--- src/rtl/if_stage.sv ---
// Instruction fetch stage: PC, single-outstanding imem fetch,
// skid buffer and IF/ID pipeline register.
module if_stage #(
    parameter logic [31:0] RESET_PC = 32'h0000_0000,
    parameter logic [31:0] NOP_INST = 32'h0000_0013
) (
    input  logic        clk,
    input  logic        rst_n,
    output logic        imem_req,
    output logic [31:0] imem_addr,
    input  logic        imem_ready,
    input  logic        imem_rvalid,
    input  logic [31:0] imem_rdata,
    input  logic        redirect,
    input  logic [31:0] redirect_pc,
    input  logic        stall,
    output logic        if_id_valid,
    output logic [31:0] if_id_pc,
    output logic [31:0] if_id_pc4,
    output logic [31:0] if_id_inst
);

    typedef enum logic [1:0] {
        S_REQ,
        S_WAIT,
        S_HOLD
    } state_t;

    state_t      state_q, state_d;
    logic [31:0] pc_q, pc_d;
    logic [31:0] fetch_pc_q, fetch_pc_d;
    logic        drop_q, drop_d;
    logic [31:0] skid_inst_q, skid_inst_d;
    logic [31:0] skid_pc_q, skid_pc_d;
    logic        valid_q, valid_d;
    logic [31:0] ipc_q, ipc_d;
    logic [31:0] ipc4_q, ipc4_d;
    logic [31:0] inst_q, inst_d;
    logic        ifid_free;

    assign imem_req    = (state_q == S_REQ) & ~redirect;
    assign imem_addr   = pc_q;
    assign if_id_valid = valid_q;
    assign if_id_pc    = ipc_q;
    assign if_id_pc4   = ipc4_q;
    assign if_id_inst  = inst_q;

    // Next-state: fetch FSM, IF/ID handoff, redirect override last
    always_comb begin
        state_d     = state_q;
        pc_d        = pc_q;
        fetch_pc_d  = fetch_pc_q;
        drop_d      = drop_q;
        skid_inst_d = skid_inst_q;
        skid_pc_d   = skid_pc_q;
        valid_d     = valid_q;
        ipc_d       = ipc_q;
        inst_d      = inst_q;
        ifid_free   = ~valid_q | ~stall;

        if (valid_q & ~stall) begin
            valid_d = 1'b0;
            inst_d  = NOP_INST;
        end

        unique case (state_q)
            S_REQ: begin
                if (imem_req & imem_ready) begin
                    fetch_pc_d = pc_q;
                    pc_d       = pc_q + 32'd4;
                    state_d    = S_WAIT;
                end
            end
            S_WAIT: begin
                if (imem_rvalid) begin
                    state_d = S_REQ;
                    if (drop_q) begin
                        drop_d = 1'b0;
                    end else if (ifid_free) begin
                        valid_d = 1'b1;
                        ipc_d   = fetch_pc_q;
                        inst_d  = imem_rdata;
                    end else begin
                        skid_pc_d   = fetch_pc_q;
                        skid_inst_d = imem_rdata;
                        state_d     = S_HOLD;
                    end
                end
            end
            S_HOLD: begin
                if (~stall) begin
                    valid_d = 1'b1;
                    ipc_d   = skid_pc_q;
                    inst_d  = skid_inst_q;
                    state_d = S_REQ;
                end
            end
            default: state_d = S_REQ;
        endcase

        if (redirect) begin
            pc_d        = {redirect_pc[31:2], 2'b00};
            valid_d     = 1'b0;
            ipc_d       = 32'd0;
            inst_d      = NOP_INST;
            skid_pc_d   = 32'd0;
            skid_inst_d = 32'd0;
            if ((state_q == S_WAIT) & ~imem_rvalid) begin
                drop_d  = 1'b1;
                state_d = S_WAIT;
            end else begin
                drop_d  = 1'b0;
                state_d = S_REQ;
            end
        end

        ipc4_d = ipc_d + 32'd4;
    end

    // State registers with synchronous active-low reset
    always_ff @(posedge clk) begin
        if (!rst_n) begin
            state_q     <= S_REQ;
            pc_q        <= {RESET_PC[31:2], 2'b00};
            fetch_pc_q  <= 32'd0;
            drop_q      <= 1'b0;
            skid_inst_q <= 32'd0;
            skid_pc_q   <= 32'd0;
            valid_q     <= 1'b0;
            ipc_q       <= 32'd0;
            ipc4_q      <= 32'd4;
            inst_q      <= NOP_INST;
        end else begin
            state_q     <= state_d;
            pc_q        <= pc_d;
            fetch_pc_q  <= fetch_pc_d;
            drop_q      <= drop_d;
            skid_inst_q <= skid_inst_d;
            skid_pc_q   <= skid_pc_d;
            valid_q     <= valid_d;
            ipc_q       <= ipc_d;
            ipc4_q      <= ipc4_d;
            inst_q      <= inst_d;
        end
    end

endmodule

--- config.mk ---
export PLATFORM = sky130hd
export DESIGN_NAME = if_stage
export DESIGN_NICKNAME = d
export VERILOG_FILES = /design/src/rtl/if_stage.sv
export SDC_FILE = /design/constraint.sdc
export NUM_CORES = 1
export LEC_CHECK = 0
export CAP_MARGIN = 20
export CORE_ASPECT_RATIO = 0.75
export CORE_MARGIN = 10
export CORE_UTILIZATION = 31
export DETAILED_ROUTE_END_ITERATION = 7
export GPL_TIMING_DRIVEN = 0
export SLEW_MARGIN = 20
export SYNTH_ARGS = -nofsm -noshare
export SYNTH_HDL_FRONTEND = slang
export SYNTH_SLANG_ARGS = --single-unit
--- constraint.sdc ---
create_clock -name clk -period 3.6 [get_ports clk]
set_input_delay 0.72 -clock clk [delete_from_list [all_inputs] [get_ports clk]]
set_output_delay 0.72 -clock clk [all_outputs]
set_load 0.02 [all_outputs]
==> metrics.txt <==
status finished, final reports clean; Post-layout nets 1506; Pwr Total 6.24 mW; post-synthesis mux area share 1.21%; Die X 225 µm; r2r setup slk 6 ps; CTS buffer count 26; port buffer count 194; diodes inserted 0; average size of a mapped cell 8.21 µm²; clock skew 9.77 ps; Synth Area in Adders 0.642%; CP endpoint if_id_pc4[26]$_SDFF_PN0_; Most used DFF post-synth dfxtp_1; Crit. End Element register; pins over their slew limit 0; DR vias/cell 5.37; placer's final routability congestion estimate 0.948; Final HPWL DP 28.7 mm; clock-pin slew on the worst setup and hold paths 60 ps; drc violations 0; share of cells above drive strength 1 9.37%; Synth cell types 66; Yosys reg bits 220; Tcrit/Tclk final 99.8%; VDD IR max 0.214 mV; routed len/inst 20.8 µm; CP Launch Type input pin; f_max 0.278 GHz; clock sink count 220; PD cells 456 mW/mm²; area leader, netlist dfxtp_1; final WL 38.6 mm; CTS Buffer Depth 3; post-synthesis compound-gate area fraction 21.2%; placed cell area 0.0122 mm²; DR vias 9975; worst hold path class register to register; crit path time final 3590 ps; Total Routing Usage GR 18.8%; fraction of the mapped netlist area in simple logic gates 23.3%; Max FO, Critical Path 7; post-synthesis xor/xnor area fraction 3.87%; clk_lat worst skew 530 ps; r2r startpoint state_q[0]$_SDFFE_PN0P_; Required @ worst endpoint 4010 ps; post-synthesis async set-or-reset flop share 0%; die area 0.0390 mm²; largest net degree at the start of global routing 14; max_slew headroom 23.2%; router iterations before antenna repair 5; register area share after synthesis 45.2%; first-pass GRT wire length 57.6 mm; worst slew pin tran 1150 ps; gr ovfl total 0; Static Leak 4.68 nW; r2r worst-path depth 13; die height 174 µm; post-synth top area share 45.2%; CTS root buffer clkbuf_16; vias in the first global route 9411; Worst Path Arrival 4000 ps; area delta synth->final 40.4%; CTS tree built; Post-Syn Instances 1187; # IOs 200; worst reg2reg path endpoint if_id_pc4[27]$_SDFF_PN0_; initial core utilization 31.3%; Post-Syn Area 0.00974 mm²; Antenna Nets Post-Route 0; final hold vios 0; core area 0.0311 mm²; final setup fails 0; antenna violations before repair 0; htree depth 1; Fin Hold WS 455 ps; critical path class input pin to register; final instance area 0.0137 mm²; initial DRC count 905; largest family of logic cells by synthesized area simple AND/OR/NAND/NOR gates; row cnt 56; setup TNS 0 ps; CP startpoint imem_rvalid; synth warn 0; largest cells by area after synthesis dfxtp_1 45%, nand2_1 8.8%, a21oi_1 6.4%; hold buffers post-CTS 0; number of flops mapped to enable cells by yosys 0; MaxCap Viol Count 0
## per-layer routing
metal  share of wire (%)  routed length [µm]  global-route usage, %  up-vias
met2                  45               17300                   29.0      441
met4                 1.6                 636                   4.01        0
met3                 9.2                3540                   4.51       54
li1                    -                   -                      -     4680
met5                   0                   0                      0        -
met1                  44               17100                   26.0     4800
## worst min path at each step
stage	slack [ps]	depth (start not counted)	start	endpoint
final	450	2	skid_pc_q[12]$_SDFFE_PP0P_	skid_pc_q[12]$_SDFFE_PP0P_
after global routing	470	2	skid_inst_q[30]$_SDFFE_PP0P_	skid_inst_q[30]$_SDFFE_PP0P_
after CTS	450	2	skid_pc_q[12]$_SDFFE_PP0P_	skid_pc_q[12]$_SDFFE_PP0P_
after detailed placement	450	2	skid_pc_q[12]$_SDFFE_PP0P_	skid_pc_q[12]$_SDFFE_PP0P_
after global placement	440	2	skid_inst_q[31]$_SDFFE_PP0P_	skid_inst_q[31]$_SDFFE_PP0P_
after floorplan	440	2	skid_pc_q[16]$_SDFFE_PP0P_	skid_pc_q[16]$_SDFFE_PP0P_
## synth_stat cells, types with 7 or more instances
cell type and count:
a221oi_1 14, or3_1 7, xnor2_1 22, a22o_1 30, and3_1 21, nand4_1 13
nor2b_1 18, inv_1 14, nand2_1 228, nor3_1 27, a311o_1 13, clkbuf_1 66
xor2_1 21, nor2_1 119, a211oi_1 11, a21oi_1 125, buf_1 10, o21ai_0 29
nand3_1 18, buf_2 8, dfxtp_1 220, and2_1 12, a22oi_1 37
## final cells by class
class                      count  area (µm²)
buffer                        91         440
multi-input combinational    862        5110
fill                        3121       17400
clock inverter                13         272
sequential                   220        4400
tap                          406         508
clock buffer                  35         776
inverter                      15        56.3
timing repair buffer         215        2110
## power by group
group	internal, mW	switching [mW]
Combinational	0.213	0.329
Clock	2.08	1.08
Sequential	2.48	0.0549
Total	4.77	1.47
## critical path, stage by stage
cell and delay (ps):
clkdlybuf4s50_1 640, inv_1 150, o21ai_1 370, nand2_1 250, a221oi_1 950, nor2b_1 170, nand4_1 160, buf_4 170
nor4_4 50, mux2_1 350
## cell usage in the layout, fill, tap and decap left out, types with 8 or more instances in the layout
cell and instances:
a221oi_1 8, nand2_1 227, inv_1 14, nor2_1 118, a311o_1 13, and3_1 20
bufinv_16 8, nor3_1 23, clkdlybuf4s50_1 193, dfxtp_1 220, nand3_1 15, a22oi_1 37
clkbuf_16 27, a211oi_1 11, buf_4 29, a21oi_1 125, xnor2_1 22, clkbuf_1 58
nand4_1 13, o21ai_0 29, xor2_1 21, nor2b_1 18, and2_1 12, a22o_1 30
## metrics by stage
step	util [%]	setup slack [ps]	std cells
after floorplan	-	243	1188
after global placement	39.2	-1200	1788
after detailed placement	39.2	-1220	1788
after CTS	43.4	-107	1848
after global routing	44.0	-21.4	1857
final	44.0	6.23	1857
## flip-flops by register name (all words and copies together), names as in the netlist
| register | flops |
|---|---|
| skid_pc_q | 30 |
| drop_q | 1 |
| imem_addr | 30 |
| skid_inst_q | 32 |
| state_q | 2 |
| fetch_pc_q | 30 |
| if_id_pc4 | 30 |
| if_id_valid | 1 |
| if_id_inst | 32 |
| if_id_pc | 32 |
## logic make-up after synthesis
| group | after synthesis |
|---|---|
| buf+inv | 106 |
| compound gates | 306 |
| flops | 220 |
| fa+ha+maj | 5 |
| xor+xnor | 43 |
| simple gates | 495 |
| other cells | 1 |
| mux | 11 |
## what timing repair did
| action | 4_1_cts | 5_1_grt |
|---|---|---|
| resized for setup | 38 | 27 |
| endpoints found under the setup margin | 31 | 16 |
| pin swaps | 9 | 7 |
| endpoints found under the hold margin | 0 | 0 |
| buffers inserted | 12 | 9 |
(Power assumes the default switching activity.)
